$ cat src/rtl/audio_clip_sequencer.sv
// Streams fixed-length clips from a shared single-port sample ROM into the
// Audio_Controller write port, one clip at a time, granted by fixed priority.
module audio_clip_sequencer #(
    parameter int ADDR_W     = 16,
    parameter int DATA_W     = 32,
    parameter int SAMPLE_DIV = 1042
) (
    input  logic                  CLOCK_50,
    input  logic                  reset,
    input  logic [3:0]            play_req,
    input  logic                  stop,
    input  logic [4*ADDR_W-1:0]   clip_start,
    input  logic [4*ADDR_W-1:0]   clip_end,
    output logic [ADDR_W-1:0]     rom_address,
    input  logic [DATA_W-1:0]     rom_q,
    input  logic                  audio_out_allowed,
    output logic [DATA_W-1:0]     audio_out,
    output logic                  write_audio_out,
    output logic                  busy,
    output logic [1:0]            active_clip,
    output logic                  clip_done,
    output logic                  underrun
);

    localparam int CNT_W = $clog2(SAMPLE_DIV);

    typedef enum logic [2:0] {
        S_IDLE,
        S_FETCH,
        S_LATCH,
        S_WAIT_OUT,
        S_WAIT_TICK,
        S_ADVANCE
    } state_t;

    state_t            state, next_state;
    logic [CNT_W-1:0]  tick_cnt;
    logic              tick;
    logic [3:0]        pending;
    logic [3:0]        grant_mask;
    logic [1:0]        grant_idx;
    logic              grant;
    logic [ADDR_W-1:0] addr;
    logic [ADDR_W-1:0] start_addr;
    logic [ADDR_W-1:0] end_addr;
    logic              late;
    logic              in_service;

    assign tick = (tick_cnt == CNT_W'(SAMPLE_DIV - 1));

    // Lowest set bit wins; scanning downward lets the last hit be bit 0.
    always_comb begin
        grant_idx = '0;
        for (int i = 3; i >= 0; i--) begin
            if (pending[i]) grant_idx = 2'(i);
        end
    end

    assign grant      = (state == S_IDLE) && (|pending) && !stop;
    assign grant_mask = grant ? (4'b0001 << grant_idx) : 4'b0000;
    assign start_addr = clip_start[grant_idx*ADDR_W +: ADDR_W];
    assign end_addr   = clip_end[active_clip*ADDR_W +: ADDR_W];
    assign in_service = (state == S_FETCH) || (state == S_LATCH) || (state == S_WAIT_OUT);

    assign underrun    = tick && in_service && !stop;
    assign busy        = (state != S_IDLE);
    assign rom_address = addr;

    always_comb begin
        // NOTE: every signal driven here gets a default first so no latch is inferred.
        next_state      = state;
        write_audio_out = 1'b0;
        clip_done       = 1'b0;
        case (state)
            S_IDLE:      if (|pending) next_state = S_FETCH;
            S_FETCH:     next_state = S_LATCH;
            S_LATCH:     next_state = S_WAIT_OUT;
            S_WAIT_OUT: begin
                if (audio_out_allowed) begin
                    write_audio_out = 1'b1;
                    // A tick landing on the write cycle counts as late too.
                    next_state = (late || tick) ? S_ADVANCE : S_WAIT_TICK;
                end
            end
            S_WAIT_TICK: if (tick) next_state = S_ADVANCE;
            S_ADVANCE: begin
                if (addr >= end_addr) begin
                    clip_done  = 1'b1;
                    next_state = S_IDLE;
                end else begin
                    next_state = S_FETCH;
                end
            end
            default:     next_state = S_IDLE;
        endcase
        if (stop) begin
            next_state      = S_IDLE;
            write_audio_out = 1'b0;
            clip_done       = 1'b0;
        end
    end

    always_ff @(posedge CLOCK_50) begin
        if (reset) begin
            state       <= S_IDLE;
            tick_cnt    <= '0;
            pending     <= '0;
            active_clip <= '0;
            addr        <= '0;
            late        <= 1'b0;
            audio_out   <= '0;
        end else begin
            // NOTE: state registers use non-blocking assignments so every flop samples pre-edge values.
            state    <= next_state;
            tick_cnt <= tick ? '0 : tick_cnt + CNT_W'(1);
            pending  <= stop ? 4'b0000 : ((pending & ~grant_mask) | play_req);

            if (grant) begin
                active_clip <= grant_idx;
                addr        <= start_addr;
            end else if (state == S_ADVANCE && next_state == S_FETCH) begin
                addr <= addr + ADDR_W'(1);
            end

            if (stop || (state == S_WAIT_OUT && audio_out_allowed)) late <= 1'b0;
            else if (underrun)                                     late <= 1'b1;

            if (next_state == S_IDLE)  audio_out <= '0;
            else if (state == S_LATCH) audio_out <= rom_q;
        end
    end

endmodule
$ cat config.mk
export PLATFORM = sky130hd
export DESIGN_NAME = audio_clip_sequencer
export DESIGN_NICKNAME = d
export VERILOG_FILES = /design/src/rtl/audio_clip_sequencer.sv
export SDC_FILE = /design/constraint.sdc
export NUM_CORES = 1
export LEC_CHECK = 0
export ABC_CLOCK_PERIOD_IN_PS = 4100
export BUFFER_PORTS_ARGS = -buffer_cell sky130_fd_sc_hd__buf_4
export CORE_MARGIN = 2
export CORE_UTILIZATION = 40
export CTS_CLUSTER_SIZE = 30
export DETAILED_ROUTE_END_ITERATION = 10
export PLACE_DENSITY = 0.73
export SYNTH_ARGS = -nofsm -noshare
export SYNTH_HDL_FRONTEND = slang
export SYNTH_SLANG_ARGS = --single-unit
$ cat constraint.sdc
create_clock -name CLOCK_50 -period 4.1 [get_ports CLOCK_50]
set_input_delay 0.82 -clock CLOCK_50 [delete_from_list [all_inputs] [get_ports CLOCK_50]]
set_output_delay 0.82 -clock CLOCK_50 [all_outputs]
set_load 0.005 [all_outputs]
# [Word level (Yosys, flattened, before mapping)]
# Index checks and enable logic that the tools add are counted.
[totals] regBits=69 output_inout_bits=54
[classes] n_addsub=2 n_lt_le_gt_ge=1 n_eq_ne=7 shift=3 muxes=20 bitwise=3 n_reduce_logical=20
[ops] op="variable part select 64 x 7 -> 16 bit" n=2
[ops] op="2-to-1 mux 16 bit" n=2
[ops] op="one-hot mux 3 bit (6 select lines)" n=1
[ops] op="adder 16 x 1 -> 16 bit, second input constant" n=1
[ops] op=">= comparator 16 bit" n=1
[ops] op="2-to-1 mux 3 bit" n=4
[ops] op="adder 11 x 1 -> 11 bit, second input constant" n=1
[ops] op="== test 11 bit, second input constant" n=1
[ops] op="2-to-1 mux 1 bit" n=8
[ops] op="2-to-1 mux 2 bit" n=4
[ops] op="OR reduction 2 bit" n=4
[ops] op="== test 3 x 1 -> 1 bit, second input constant" n=2
[ops] op="== test 3 x 2 -> 1 bit, second input constant" n=2
[ops] op="== test 3 bit, second input constant" n=2
[ops] op="logical AND 1 bit" n=6
[ops] op="logical NOT 3 bit" n=2
[ops] op="bitwise AND 4 bit" n=1
[ops] op="logical OR 1 bit" n=4
[ops] op="2-to-1 mux 4 bit" n=1
[ops] op="NOT 4 bit" n=1
[ops] op="OR 4 bit" n=1
[ops] op="OR reduction 4 bit" n=1
[ops] op="<< shifter 1 x 2 -> 4 bit, first input constant" n=1
[ops] op="nonzero test 3 bit" n=1
[ops] op="2 further kinds" n=2

# [Logic depth before layout (Yosys ltp)]
# Gate-level depths: netlist (run 1).
[logic_depth] depth_word=10 mapped_depth=12 depth_no_buf=9

# [Least setup slack after synthesis (run 1)]
# OpenSTA, ideal clock, no wires.
[synth_timing] kind="register to output" from="register active_clip[0]" to="output clip_done" t_arrival_ns=2.927 required_ns=3.280 path_slack_ns=0.353 path_stages_with_launch=10 path_buffers=2 cell_sequence="dfxtp_1 clkbuf_1 buf_2 mux4_2 ha_1 nand2b_1 a2111oi_0 nor4_1 nor3_1 nor3_1"
[synth_via] elab_chain_cells=5
[synth_lines] item="start: declaration" line="20" source="output logic [1:0] active_clip,"
[synth_lines] item="start signal: assignment" line="119" source="active_clip <= grant_idx;"
[synth_lines] item="variable part select 64 x 7 -> 16 bit" line="62" source="assign end_addr = clip_end[active_clip*ADDR_W +: ADDR_W];"
[synth_lines] item=">= comparator 16 bit" line="87" source="if (addr >= end_addr) begin"
[synth_lines] item="2-to-1 mux 1 bit" line="87"
[synth_lines] item="2-to-1 mux 1 bit" line="74" source="case (state)"
[synth_lines] item="2-to-1 mux 1 bit" line="96" source="if (stop) begin"
[synth_lines] item="end: declaration" line="21" source="output logic clip_done,"
# Every way passes these cells.

# [Final worst setup path (run 1)]
[layout_timing] from="register active_clip[1]" to="output clip_done"
# Same word-level chain as after synthesis.

==> results of run 1 <==
cell families after synthesis:
kind of cell	synth area share
DFF	0.311
AOI/OAI and AO/OA	0.149
muxes	0.233
adders and majority gates	0.0535
buffers and inverters	0.0555
and+or+nand+nor	0.180
xor gates and xnor gates	0.0177
per-stage QoR:
stage	cell area [um2]	total power, uW
2_1_floorplan	4440	922
5_1_grt	6420	1730
4_1_cts	6390	1660
3_3_place_gp	6200	1100
6_report	6420	1650
3_5_place_dp	6200	1110
Yosys cell counts, types with 3 or more instances:
cell,count,area [um2]
clkbuf_1,10,37.5
o31a_1,3,26.3
o21ai_0,7,35.0
a31oi_1,4,25.0
mux4_2,30,676
buf_2,11,55.1
nor3_1,10,50.1
nand4_1,4,25.0
nand3_1,17,85.1
nor4_1,8,50.1
xor2_1,6,52.6
nand2b_1,3,18.8
a21oi_1,34,170
mux2i_1,35,350
ha_1,19,238
o41ai_1,3,26.3
a2111oi_2,3,45.0
o32ai_1,9,78.8
o22ai_1,3,18.8
buf_6,4,45.0
dfxtp_1,69,1380
inv_1,26,97.6
xnor2_1,3,26.3
and3_1,4,25.0
nand2_1,31,116
o211ai_1,5,37.5
nor2_1,63,236
worst paths after layout:
kind                                startpoint            end  slack [ns]  depth (start not counted)
worst min register to register   audio_out[11]  audio_out[11]        0.50                          2
worst max-delay path            active_clip[1]      clip_done        0.18                          9
worst min-delay path             audio_out[11]  audio_out[11]        0.50                          2
worst max register to register  active_clip[0]  audio_out[24]        0.64                         11
state kept, by name, summed over array words and instances, names as in the netlist:
name,cells
audio_out,32
state,3
active_clip,2
tick_cnt,11
pending,4
late,1
rom_address,16
per-layer routing:
layer	wire, um	track usage	up-vias	share of wire
li1	-	-	2179	-
met4	359	0.100	0	0.025
met5	0	0	-	0
met3	1420	0.0765	26	0.097
met1	5300	0.254	2140	0.36
met2	7530	0.443	260	0.52
final cells by class:
cell class / instances / area (um2) / share of cell area
Clock inverter: 7 / 73.8 / 0.0115
Multi-Input combinational cell: 347 / 2850 / 0.444
Tap cell: 140 / 175 / 0.0273
Sequential cell: 69 / 1380 / 0.215
Timing Repair Buffer: 228 / 1720 / 0.267
Inverter: 27 / 101 / 0.0158
Clock buffer: 9 / 124 / 0.0193
report_power, final:
group	total (uW)	switching [uW]	leakage, uW	internal [uW]
sequential	705	23.3	0.000558	682
clock	551	268	0.000100	284
combinational	395	171	0.00201	224
total	1650	462	0.00267	1190
worst min-delay path, cell delays in order, from the launching register on:
cell and delay (ns):
dfxtp_1 0.33, mux2i_1 0.06, nor2_1 0.08
cells in the final DEF, fill, tap and decap left out, drive strengths merged, types with 5 or more instances in the layout:
cell type,netlist,routed
dfxtp,69,69
xor2,6,6
and3,5,5
o32ai,9,9
buf,17,228
o21ai,8,8
o211ai,5,5
clkbuf,10,9
mux4,30,30
mux2i,35,35
nand2,31,31
nand3,19,19
a21oi,35,35
nor3,13,13
ha,19,19
nor2,64,64
nor4,9,9
inv,27,29
==> impl_metrics.env, run 1 <==
export IMPL_cts_tree="yes"
export IMPL_h_tree_depth=3
export IMPL_die_w_um=109
export IMPL_drt_pass1_iter_count=6
export IMPL_setup_viol=0
export IMPL_slowest_delay_ns=0.69
export IMPL_grt_pass1_vias=4571
export IMPL_synth_sequential_area_ratio=0.311
export IMPL_tightest_slew_ns=1.12
export IMPL_hpwlAfterDp_um=11800
export IMPL_cts_resized=0
export IMPL_io_pins=222
export IMPL_crit_buf_inv=2
export IMPL_arrival_ns=3.10
export IMPL_area_delta_synth_final_pct=44.4
export IMPL_drc_errors=0
export IMPL_leakagePower_uw=0.00267
export IMPL_post_drt_wl_per_cell_um=17.7
export IMPL_worstPathRequired_ns=3.28
export IMPL_fin_skew_ns=0.0116
export IMPL_stdcell_count=827
export IMPL_grt_use_total=0.242
export IMPL_start_util=0.410
export IMPL_finalCritPeriodShare=0.956
export IMPL_synth_fp_nets=657
export IMPL_fin_util=0.592
export IMPL_hold_buffers=0
export IMPL_die_h_um=109
export IMPL_diodes=0
export IMPL_io_buffers=221
export IMPL_ys_ff_latch=69
export IMPL_vias=4605
export IMPL_vias_per_cell=5.57
export IMPL_synth_warnings=0
export IMPL_routed_wirelength_um=14600
export IMPL_grt_ovfl_total=0
export IMPL_relSlewSlack=0.250
export IMPL_grt_pass1_wl_um=22000
export IMPL_rows=38
export IMPL_netlist_instances=470
export IMPL_fp_dieArea_mm2=0.0120
export IMPL_worst_skew_pair_late_latency_ns=0.35
export IMPL_crit_path_start_kind="register"
export IMPL_period_minus_slack_ns=3.92
export IMPL_layout_setup_ws_ns=0.179
export IMPL_dpl_worst_slack_ns=0.0443
export IMPL_critical_path_slowest_cell="dfxtp_1"
export IMPL_fin_hold_ws_ns=0.501
export IMPL_cts_root_buffer="clkbuf_8"
export IMPL_synth_edff_count=0
export IMPL_cellPowerDensity_mw_per_mm2=257
export IMPL_hp_class="register to register"
export IMPL_drive_gt1_frac=0.432
export IMPL_setup_worst_path_end_class="output port"
export IMPL_cp_cell_sequence="mux4_2 -> inv_1 -> ha_1 -> nand4_1 -> or2_1 -> o21ai_0 -> nor3_2 -> nor3_1 -> buf_4"
export IMPL_antenna_found_initial=0
export IMPL_hold_viol_final=0
export IMPL_drt_iter0_drc=311
export IMPL_ys_flop_type="dfxtp_1"
export IMPL_post_cts_repair_setup_buffers=0
export IMPL_synth_cell_types=65
export IMPL_ant_nets=0
export IMPL_tns_ns=0
export IMPL_drv_cap=0
export IMPL_clkTransAtPathRegs_ns=0.08
export IMPL_peakVddDrop_mv=0.152
export IMPL_post_place_cells=811
export IMPL_async_reset_ff_frac=0
export IMPL_fill_cells=922
export IMPL_clk_path_buf_depth=2
export IMPL_status="complete, no violations"
export IMPL_netlist_area_mm2=0.00444
export IMPL_place_gp_congestion=0.880
export IMPL_finalNetCount=869
export IMPL_fmax_mhz=255
export IMPL_grt_max_degree=33
export IMPL_cts_buffers=9
export IMPL_cts_sinks=69
export IMPL_core_mm2=0.0108
export IMPL_avgSynthCellArea_um2=9.46
export IMPL_setup_worst_path_class="register to output port"
export IMPL_path_max_fanout=14
export IMPL_cp_top_family="simple AND/OR/NAND/NOR gates"
export IMPL_maxSlewViolCount=0
(Power assumes the default switching activity.)
==> run 2, diff against run 1 <==
- ABC_CLOCK_PERIOD_IN_PS: 4100 -> 3300
- PLACE_DENSITY: 0.73 -> not set
- PLACE_DENSITY_LB_ADDON: not set -> 0.05
- clock period: 4.1 -> 3.3 ns (I/O delays scaled with it)
==> run 2 against run 1 <==
The flow now finishes with violations (negative setup slack). Cell area is 5.4% higher. Final cell count is 2.8% higher. Critical path depth is 2 higher. Clock power is 43% higher. Sequential power is 24% higher. Worst hold slack worse by 0.0064 ns. Clock skew is 0.00061 ns lower. Sequential cell count stayed put. First-iteration DRC count is 0.32% higher. Core utilization is 3.2 points higher. Highest routed layer unchanged. Die area stayed put.
==> impl_metrics.env, run 2 (same netlist as run 1, synthesis figures left out) <==
export IMPL_status="finished with violations"
export IMPL_violations="negative setup slack"
export IMPL_io_buffers=221
export IMPL_worstPathRequired_ns=2.64
export IMPL_startpoint="active_clip[0]"
export IMPL_post_drt_wl_per_cell_um=16.8
export IMPL_power_total_uw=2200
export IMPL_path_max_fanout=6
export IMPL_crit_buf_inv=5
export IMPL_regArea_mm2=0.00139
export IMPL_cts_buffers=9
export IMPL_reg2reg_to="rom_address[12]"
export IMPL_place_gp_congestion=0.865
export IMPL_arrival_ns=2.74
export IMPL_hold_buffers=0
export IMPL_top_register="audio_out"
export IMPL_r2r_cells=12
export IMPL_grt_ovfl_total=0
export IMPL_worst_skew_pair_late_latency_ns=0.34
export IMPL_diodes=0
export IMPL_largest_reg_flops=32
export IMPL_core_mm2=0.0108
export IMPL_period_minus_slack_ns=3.40
export IMPL_peakVddDrop_mv=0.225
export IMPL_setup_viol=1
export IMPL_clkTransAtPathRegs_ns=0.07
export IMPL_ant_nets=0
export IMPL_hold_viol_final=0
export IMPL_fill_cells=952
export IMPL_grt_setup_unrepaired="true"
export IMPL_cts_root_buffer="clkbuf_8"
export IMPL_maxSlewViolCount=0
export IMPL_grt_use_total=0.238
export IMPL_routed_wirelength_um=14300
export IMPL_whs_path_depth=1
export IMPL_grt_max_degree=33
export IMPL_hp_start="tick_cnt[0]"
export IMPL_die_h_um=109
export IMPL_tns_ns=-0.101
export IMPL_place_area_mm2=0.00635
export IMPL_setup_worst_path_end_class="output port"
export IMPL_timing_rr_start="active_clip[0]"
export IMPL_cts_tree="yes"
export IMPL_drv_cap=0
export IMPL_area_delta_synth_final_pct=52.1
export IMPL_multi_input_area_mm2=0.00291
export IMPL_antenna_found_initial=0
export IMPL_cp_top_family="buffers and inverters"
export IMPL_rows=38
export IMPL_fin_skew_ns=0.0110
export IMPL_fmax_mhz=294
export IMPL_design_area_mm2=0.00676
export IMPL_io_pins=222
export IMPL_die_w_um=109
export IMPL_cellPowerDensity_mw_per_mm2=325
export IMPL_drc_errors=0
export IMPL_setup_worst_path_class="register to output port"
export IMPL_cp_cell_sequence="buf_16 -> buf_8 -> mux4_2 -> inv_2 -> ha_1 -> a2111oi_4 -> buf_4 -> nor4_4 -> nor3_2 -> nor3_2 -> buf_4"
export IMPL_hp_class="register to register"
export IMPL_hold_end="tick_cnt[0]"
export IMPL_tightest_slew_ns=0.704
export IMPL_leakagePower_uw=0.00284
export IMPL_r2r_slack_ns=0.15
export IMPL_drt_iter0_drc=312
export IMPL_slowest_delay_ns=0.50
export IMPL_final_cell_mix="buf_4 (244), dfxtp_1 (68), nor2_1 (63)"
export IMPL_relSlewSlack=0.531
export IMPL_vias=4663
export IMPL_crit_path_start_kind="register"
export IMPL_vias_per_cell=5.49
export IMPL_hpwlAfterDp_um=11100
export IMPL_drive_gt1_frac=0.465
export IMPL_h_tree_depth=3
export IMPL_dpl_worst_slack_ns=-0.117
export IMPL_layout_commonest_cell="buf_4"
export IMPL_layout_setup_ws_ns=-0.101
export IMPL_drt_pass1_iter_count=5
export IMPL_clk_path_buf_depth=2
export IMPL_fp_dieArea_mm2=0.0120
export IMPL_grt_pass1_wl_um=22000
export IMPL_critical_path_slowest_cell="mux4_2"
export IMPL_start_util=0.410
export IMPL_grt_pass1_vias=4516
export IMPL_cts_sinks=69
export IMPL_finalCritPeriodShare=1.03
export IMPL_finalNetCount=892
==> run 2: cell count changes in the layout (fill, tap and decap cells not counted), sizes merged <==
cell    before  now
buf        228  251
bufinv       1    2
clkbuf       9   10
clkinv       3    2
inv         29   28
==> run 2: how the worst max path moves through the flow <==
stage | endpoint | depth (start not counted)
3_3_place_gp | clip_done | 10
5_1_grt | clip_done | 11
4_1_cts | clip_done | 11
6_report | clip_done | 11
3_5_place_dp | clip_done | 10
2_1_floorplan | clip_done | 9
==> run 2: area by class of cell <==
type / instances / area share
Timing Repair Buffer: 251 / 0.290
Tap cell: 140 / 0.0259
Inverter: 27 / 0.0150
Clock buffer: 10 / 0.0204
Clock inverter: 6 / 0.0139
Sequential cell: 69 / 0.205
Multi-Input combinational cell: 347 / 0.430
==> run 2: through the flow <==
stage	util	hold WS [ns]	instances
global placement	0.586	0.466	826
floorplan	-	0.445	470
detailed placement	0.586	0.478	826
global route	0.624	0.515	850
finish	0.624	0.494	850
CTS	0.616	0.495	847
==> run 2: per-layer routing <==
metal  wire length (um)  vias to the layer above  global-route usage
met5                  0                        -                   0
met3               1280                       27              0.0599
li1                   -                     2221                   -
met4                342                        0              0.0832
met1               5640                     2153               0.292
met2               7000                      262               0.406
==> run 2: where the power goes <==
group / leakage (uW) / switching [uW] / internal [uW]
combinational: 0.00217 / 228 / 309
sequential: 0.000559 / 24.2 / 847
clock: 0.000113 / 337 / 451
total: 0.00284 / 589 / 1610
==> run 2: what timing repair did <==
action                                  in CTS  in global routing
buffers inserted                             4                  3
resized for setup                           12                 12
gates cloned                                 1                  0
endpoints found under the setup margin       1                  6
pin swaps                                    6                  8
